`config.mk`:
```
export PLATFORM = sky130hd
export DESIGN_NAME = cdb_arbiter_flat
export DESIGN_NICKNAME = d
export VERILOG_FILES = /design/src/rtl/cdb_arbiter_if.sv /design/src/rtl/cdb_arbiter.sv /design/src/flat_wrapper.sv
export SDC_FILE = /design/constraint.sdc
export NUM_CORES = 1
export LEC_CHECK = 0
export ABC_AREA = 1
export BUFFER_PORTS_ARGS = -buffer_cell sky130_fd_sc_hd__buf_2
export CAP_MARGIN = 10
export CORE_AREA = 2 2 280 282
export CTS_CLUSTER_SIZE = 14
export DETAILED_ROUTE_END_ITERATION = 12
export DIE_AREA = 0 0 282 284
export HOLD_SLACK_MARGIN = 0.06
export PLACE_DENSITY = 0.46
export SETUP_SLACK_MARGIN = 0.2
export SYNTH_ARGS = -nofsm -noshare
export SYNTH_HDL_FRONTEND = slang
export SYNTH_SLANG_ARGS = --single-unit
```
`constraint.sdc`:
```
create_clock -name clock -period 12.59 [get_ports clock]
set_clock_uncertainty 0.05 [all_clocks]
set_input_delay 0.6295 -clock clock [delete_from_list [all_inputs] [get_ports clock]]
set_output_delay 0.6295 -clock clock [all_outputs]
set_load 0.05 [all_outputs]
```
`src/rtl/cdb_arbiter_if.sv`:
```
// Request/broadcast bundle between the functional units and the CDB arbiter.
// The arbiter takes the slave view; the execute-side driver takes the master view.
interface cdb_arbiter_if #(
  parameter int unsigned NUM_REQ = 8,
  parameter int unsigned NUM_CDB = 2,
  parameter int unsigned TAG_W   = 5,
  parameter int unsigned DATA_W  = 32,
  parameter int unsigned LOC_W   = 32
);
  localparam int unsigned CNT_W = $clog2(NUM_CDB + 1);

  logic [NUM_REQ-1:0]        req_valid;
  logic [NUM_REQ*TAG_W-1:0]  req_tag;
  logic [NUM_REQ*DATA_W-1:0] req_value;
  logic [NUM_REQ-1:0]        req_mispred;
  logic [NUM_REQ*LOC_W-1:0]  req_loc;
  logic [NUM_REQ-1:0]        req_ready;

  logic [NUM_CDB-1:0]        cdb_valid;
  logic [NUM_CDB*TAG_W-1:0]  cdb_tag;
  logic [NUM_CDB*DATA_W-1:0] cdb_value;
  logic [NUM_CDB-1:0]        cdb_mispred;
  logic [NUM_CDB*LOC_W-1:0]  cdb_loc;
  logic [CNT_W-1:0]          cdb_count;

  modport master (
    output req_valid, req_tag, req_value, req_mispred, req_loc,
    input  req_ready,
    input  cdb_valid, cdb_tag, cdb_value, cdb_mispred, cdb_loc, cdb_count
  );

  modport slave (
    input  req_valid, req_tag, req_value, req_mispred, req_loc,
    output req_ready,
    output cdb_valid, cdb_tag, cdb_value, cdb_mispred, cdb_loc, cdb_count
  );
endinterface

```
`src/rtl/cdb_arbiter.sv`:
```
// Multi-lane common data bus arbiter: round-robin with mispredict promotion
// (or fixed highest-index priority), grants registered and broadcast next cycle.
module cdb_arbiter #(
  parameter int unsigned NUM_REQ = 8,
  parameter int unsigned NUM_CDB = 2,
  parameter int unsigned TAG_W   = 5,
  parameter int unsigned DATA_W  = 32,
  parameter int unsigned LOC_W   = 32,
  parameter bit          RR_MODE = 1'b1
) (
  input  logic                       clock,
  input  logic                       reset,
  input  logic                       flush,
  cdb_arbiter_if.slave               bus,
  output logic [$clog2(NUM_REQ)-1:0] rr_ptr_dbg
);
  localparam int unsigned PTR_W = $clog2(NUM_REQ);
  localparam int unsigned CNT_W = $clog2(NUM_CDB + 1);

  logic [PTR_W-1:0]          rr_ptr;
  logic [PTR_W-1:0]          ptr_nxt;
  logic [NUM_REQ-1:0]        grant;
  logic [NUM_CDB-1:0]        lane_valid;
  logic [PTR_W-1:0]          lane_idx [NUM_CDB];
  logic [NUM_CDB*TAG_W-1:0]  nxt_tag;
  logic [NUM_CDB*DATA_W-1:0] nxt_value;
  logic [NUM_CDB-1:0]        nxt_mispred;
  logic [NUM_CDB*LOC_W-1:0]  nxt_loc;
  logic [CNT_W-1:0]          count;

  // Selection: the k-th grant in search order lands on lane k. In round-robin
  // mode pass 0 takes mispredicts and pass 1 the rest; the pointer follows the
  // last grant, which is the last pass-1 grant whenever one exists.
  always_comb begin : select
    int unsigned n;
    int unsigned last;
    int unsigned idx;
    logic [PTR_W-1:0] sel;
    grant      = '0;
    lane_valid = '0;
    for (int unsigned k = 0; k < NUM_CDB; k++) lane_idx[k] = '0;
    n    = 0;
    last = 32'(rr_ptr);
    idx  = 0;
    sel  = '0;
    if (RR_MODE) begin
      for (int unsigned pass = 0; pass < 2; pass++) begin
        for (int unsigned j = 0; j < NUM_REQ; j++) begin
          idx = 32'(rr_ptr) + j;
          if (idx >= NUM_REQ) idx = idx - NUM_REQ;
          sel = PTR_W'(idx);
          if (n < NUM_CDB && bus.req_valid[sel] &&
              (bus.req_mispred[sel] == (pass == 0))) begin
            grant[sel] = 1'b1;
            for (int unsigned k = 0; k < NUM_CDB; k++) begin
              if (k == n) begin
                lane_valid[k] = 1'b1;
                lane_idx[k]   = sel;
              end
            end
            n    = n + 1;
            last = idx;
          end
        end
      end
    end else begin
      for (int unsigned j = 0; j < NUM_REQ; j++) begin
        idx = NUM_REQ - 1 - j;
        sel = PTR_W'(idx);
        if (n < NUM_CDB && bus.req_valid[sel]) begin
          grant[sel] = 1'b1;
          for (int unsigned k = 0; k < NUM_CDB; k++) begin
            if (k == n) begin
              lane_valid[k] = 1'b1;
              lane_idx[k]   = sel;
            end
          end
          n = n + 1;
        end
      end
    end
    if (last + 1 >= NUM_REQ) ptr_nxt = '0;
    else                     ptr_nxt = PTR_W'(last + 1);
  end

  // Ready is gated by reset and flush only, never by the broadcast registers.
  assign bus.req_ready = (reset && !flush) ? grant : '0;

  always_comb begin : lane_mux
    nxt_tag     = '0;
    nxt_value   = '0;
    nxt_mispred = '0;
    nxt_loc     = '0;
    for (int unsigned k = 0; k < NUM_CDB; k++) begin
      for (int unsigned i = 0; i < NUM_REQ; i++) begin
        if (lane_valid[k] && lane_idx[k] == PTR_W'(i)) begin
          nxt_tag[k*TAG_W +: TAG_W]    = bus.req_tag[i*TAG_W +: TAG_W];
          nxt_value[k*DATA_W +: DATA_W] = bus.req_value[i*DATA_W +: DATA_W];
          nxt_mispred[k]               = bus.req_mispred[i];
          nxt_loc[k*LOC_W +: LOC_W]    = bus.req_loc[i*LOC_W +: LOC_W];
        end
      end
    end
  end

  always_ff @(posedge clock or negedge reset) begin
    if (!reset) begin
      bus.cdb_valid   <= '0;
      bus.cdb_tag     <= '0;
      bus.cdb_value   <= '0;
      bus.cdb_mispred <= '0;
      bus.cdb_loc     <= '0;
      rr_ptr          <= '0;
    end else if (flush) begin
      bus.cdb_valid <= '0;
    end else begin
      bus.cdb_valid   <= lane_valid;
      bus.cdb_tag     <= nxt_tag;
      bus.cdb_value   <= nxt_value;
      bus.cdb_mispred <= nxt_mispred;
      bus.cdb_loc     <= nxt_loc;
      if (RR_MODE && |lane_valid) rr_ptr <= ptr_nxt;
    end
  end

  always_comb begin : popcount
    count = '0;
    for (int unsigned k = 0; k < NUM_CDB; k++) count = count + CNT_W'(bus.cdb_valid[k]);
  end

  assign bus.cdb_count = count;
  assign rr_ptr_dbg    = rr_ptr;
endmodule

```
`src/flat_wrapper.sv`:
```
// flat-port wrapper written by rule: the top's interface ports become plain ports
module cdb_arbiter_flat 
#(
  parameter int unsigned NUM_REQ = 8,
  parameter int unsigned NUM_CDB = 2,
  parameter int unsigned TAG_W   = 5,
  parameter int unsigned DATA_W  = 32,
  parameter int unsigned LOC_W   = 32,
  parameter bit          RR_MODE = 1'b1
)
  (clock, reset, flush, rr_ptr_dbg, bus_req_valid, bus_req_tag, bus_req_value, bus_req_mispred, bus_req_loc, bus_req_ready, bus_cdb_valid, bus_cdb_tag, bus_cdb_value, bus_cdb_mispred, bus_cdb_loc, bus_cdb_count);
  cdb_arbiter_if #(.NUM_REQ(NUM_REQ), .NUM_CDB(NUM_CDB), .TAG_W(TAG_W), .DATA_W(DATA_W), .LOC_W(LOC_W)) bus_i ();
  input  logic clock;
  input  logic reset;
  input  logic flush;
  output logic [$clog2(NUM_REQ)-1:0] rr_ptr_dbg;
  input wire logic [$bits(bus_i.req_valid)-1:0] bus_req_valid;
  input wire logic [$bits(bus_i.req_tag)-1:0] bus_req_tag;
  input wire logic [$bits(bus_i.req_value)-1:0] bus_req_value;
  input wire logic [$bits(bus_i.req_mispred)-1:0] bus_req_mispred;
  input wire logic [$bits(bus_i.req_loc)-1:0] bus_req_loc;
  output wire logic [$bits(bus_i.req_ready)-1:0] bus_req_ready;
  output wire logic [$bits(bus_i.cdb_valid)-1:0] bus_cdb_valid;
  output wire logic [$bits(bus_i.cdb_tag)-1:0] bus_cdb_tag;
  output wire logic [$bits(bus_i.cdb_value)-1:0] bus_cdb_value;
  output wire logic [$bits(bus_i.cdb_mispred)-1:0] bus_cdb_mispred;
  output wire logic [$bits(bus_i.cdb_loc)-1:0] bus_cdb_loc;
  output wire logic [$bits(bus_i.cdb_count)-1:0] bus_cdb_count;
  assign bus_i.req_valid = bus_req_valid;
  assign bus_i.req_tag = bus_req_tag;
  assign bus_i.req_value = bus_req_value;
  assign bus_i.req_mispred = bus_req_mispred;
  assign bus_i.req_loc = bus_req_loc;
  assign bus_req_ready = bus_i.req_ready;
  assign bus_cdb_valid = bus_i.cdb_valid;
  assign bus_cdb_tag = bus_i.cdb_tag;
  assign bus_cdb_value = bus_i.cdb_value;
  assign bus_cdb_mispred = bus_i.cdb_mispred;
  assign bus_cdb_loc = bus_i.cdb_loc;
  assign bus_cdb_count = bus_i.cdb_count;
  cdb_arbiter #(.NUM_REQ(NUM_REQ), .NUM_CDB(NUM_CDB), .TAG_W(TAG_W), .DATA_W(DATA_W), .LOC_W(LOC_W), .RR_MODE(RR_MODE)) u_core (.clock(clock), .reset(reset), .flush(flush), .bus(bus_i), .rr_ptr_dbg(rr_ptr_dbg));
endmodule
```
==> results by group <==
Outcome
  • Outcome: finished, final reports clean

STA
  • Final Critical Period: 11.72 ns
  • RSZ-0062 raised after global routing: no
  • Fin crit share: 0.9306
  • Slew at the pin closest to its max-slew limit: 0.9587 ns
  • Setup Viol. Count Final: 0
  • Fin. Hold Viols: 0
  • Highest Clock Rate: 85.35 MHz
  • Final Max Slew Viols: 0
  • Setup TNS Final: 0 ns
  • Slew HR: 0.3609

Layout
  • Non-filler instance count after layout: between 5k and 6k
  • Nets: 4,736
  • Most common cell after layout, fill and taps aside: nand2_1
  • P&R area growth vs syn: 31.12%
  • Most frequent cells in the layout: nand2_1, buf_2, nor2_1
  • Share of layout cells above drive strength 1: 0.2421
  • Reg area: approximately 0.0036 mm²
  • # fillers: roughly 8.9k
  • Area occupied by multi-input gates: about 0.013 mm²

Drt
  • Routed vias/inst: about 5.2
  • DR iter-0 viols: between 2k and 3k
  • DR pass1 iterations: 6
  • Number of remaining DRC errors: 0
  • Via count: about 27k
  • Avg WL per Cell: 23.69 µm
  • Routed Wire Length: around 120,000 µm
  • Antenna viol nets, final: 0

Critical path
  • FF-to-FF path depth: between 70 and 80
  • Slowest-stage cell, CP: dfrtp_2
  • Crit-path most repeated cell: inv_1
  • Setup crit end kind: flop
  • CP required: 12.93 ns
  • Largest stage delay, worst path: about 0.45 ns
  • Crit path launch type: flop
  • CP delay by family, top: simple AND/OR/NAND/NOR gates
  • CP Class: reg -> reg
  • CP Buf/Inv Count: 18
  • Max FO, Critical Path: slightly above 40
  • Crit path DAT: about 12 ns
  • Stages on the worst setup path: 76

Clock network
  • Root Buffer Master: clkbuf_16
  • TritonCTS buffer count: 17
  • # H-tree levels: 4
  • Worst-skew pair later-pin latency: between 0.4 and 0.5 ns
  • Longest Clk Path Bufs: 2
  • CTS tree: built
  • CTS sink count: 145
  • Clk slew on worst S/H paths: 0.09 ns

Synth
  • Number of flops mapped to enable cells by yosys: 0
  • Post-Syn Area: ~0.019 mm²
  • Sequential area share after synthesis: 0.1903
  • Post-synth top flop: dfrtp_1
  • Ys Warns: 0
  • Yosys reg bits: between 100 and 150
  • Distinct cells, synth: approximately 50
  • Syn_nets: roughly 4.1k
  • Syn avg cell area: around 5.5 µm²
  • Cells after Synth: 3,478
  • Asr flop ratio synth: 1.000

Floorplan
  • Core area: about 0.077 mm²
  • I/O Pins: between 700 and 800
  • Die area: about 0.08 mm²
  • Starting Density: 0.2478
  • Die width: ~280 µm
  • # rows: just over 100
  • Die Span Y: between 200 and 300 µm

Flow run
  • Maxcap violations: 0

Placed design
  • Dpl cells: between 5k and 6k
  • GP Congestion: 0.9671
  • Post-DP HPWL: 90,130 µm
  • PortBufs: between 700 and 800

Global routing
  • GR Util All Layers: 0.2910
  • Pin count of the biggest net entering global routing: around 140
  • Vias in the first global route: approximately 25k
  • Initial antenna violation count: 74
  • Gr ovfl total: 0
  • First-pass GRT wire length: around 170,000 µm

Worst hold path
  • Hold Crit Class: in -> reg
  • Hold Crit Depth: 3

Power
  • PD cells: around 320 mW/mm²
  • Maximum VDD drop: ~0.24 mV
  • Pleak: 13.15 nW
what timing repair did:
| action | in CTS | in global routing |
|---|---|---|
| buffers inserted | 2 | 14 |
| hold endpoints to repair | 42 | 0 |
| endpoints found under the setup margin | 79 | 151 |
| pin swaps | 2 | 8 |
| hold buffers | 1 | 0 |
| cloned | 0 | 4 |
| gates resized for setup | 3 | 34 |
final timing paths:
path / startpoint / end / slack, ns
max: u_core.rr_ptr_dbg[0] / u_core.bus.cdb_loc[5] / 0.87
min: bus_req_loc[255] / u_core.bus.cdb_loc[63] / 0.40
max reg2reg: u_core.rr_ptr_dbg[0] / u_core.bus.cdb_loc[5] / 0.87
min reg2reg: u_core.bus.cdb_value[8] / u_core.bus.cdb_value[8] / 0.43
max in group asynchronous: reset / u_core.bus.cdb_loc[29] / 9.76
min in group asynchronous: reset / u_core.bus.cdb_value[36] / 0.60
state kept, by name, summed over array words and instances, names as in the netlist:
name,flops
u_core.bus.cdb_mispred,2
u_core.rr_ptr_dbg,3
u_core.bus.cdb_tag,10
u_core.bus.cdb_valid,2
u_core.bus.cdb_value,64
u_core.bus.cdb_loc,64
cell families (layout without fill, tap and decap cells):
| logic type | Yosys count | after routing | share of synthesized area |
|---|---|---|---|
| compound gates | 458 | 458 | 0.1286 |
| xor+xnor | 10 | 10 | 0.006759 |
| fa+ha+maj | 60 | 60 | 0.03937 |
| buf+inv | 509 | 1147 | 0.1108 |
| flops | 145 | 145 | 0.1903 |
| other cells | 0 | 52 | 0 |
| simple gates | 2296 | 2298 | 0.5242 |
per-layer routing:
layer	up-vias	routed length [µm]	track usage	share of wire
li1	12610	-	-	-
met2	1570	55530	0.4591	0.45
met4	30	4989	0.1339	0.040
met5	-	201	0	0.0016
met3	291	12600	0.07624	0.10
met1	12390	50090	0.3682	0.41
synth_stat cells (14+ instances only):
cell type / instances / area share
a21oi_1: 284 / 0.075
buf_2: 104 / 0.027
buf_4: 15 / 0.0059
clkbuf_1: 89 / 0.018
dfrtp_1: 145 / 0.19
ha_1: 60 / 0.039
inv_1: 266 / 0.052
inv_2: 22 / 0.0043
nand2_1: 1213 / 0.24
nand2_2: 31 / 0.010
nand3_1: 381 / 0.10
nand4_1: 160 / 0.052
nor2_1: 423 / 0.083
nor2_2: 18 / 0.0059
nor2_4: 14 / 0.0083
o21ai_0: 118 / 0.031
o221ai_1: 15 / 0.0069
through the flow:
stage | utilization | area (µm²) | setup WS (ns) | hold slack (ns) | power [W]
detailed placement | 0.3109 | 23930 | 0.09978 | 0.4100 | 0.007081
floorplan | - | 19070 | 0.3520 | 0.2839 | 0.005037
global route | 0.3246 | 24980 | 0.1695 | 0.3901 | 0.008627
global placement | 0.3109 | 23930 | 0.2668 | 0.4080 | 0.007076
CTS | 0.3197 | 24600 | 0.07205 | 0.3516 | 0.007729
finish | 0.3249 | 25000 | 0.8737 | 0.3976 | 0.007961
report_power, final:
part	total, W	leakage [nW]	internal [W]	switching, W
Sequential	0.000818	1.84	0.000682	0.000136
Clock	0.000606	0.315	0.000323	0.000283
Combinational	0.00654	11.0	0.00188	0.00465
worst reg2reg max path: cells and delay by family, from the launching register on:
family | cells | cell delay (ns)
flops | 1 | 0.45
fa+ha+maj | 14 | 3.69
compound gates | 1 | 0.10
simple gates | 43 | 5.99
buf+inv | 18 | 1.32
area by class of cell:
type	count	share of cell area
multi-input combinational	2826	0.5391
timing repair buffer	825	0.1886
sequential	145	0.1452
tap	1040	0.05204
inverter	290	0.04429
clock buffer	17	0.01701
clock inverter	15	0.008557
antenna	52	0.005204
Note: power is estimated with default switching activity, not from simulation.
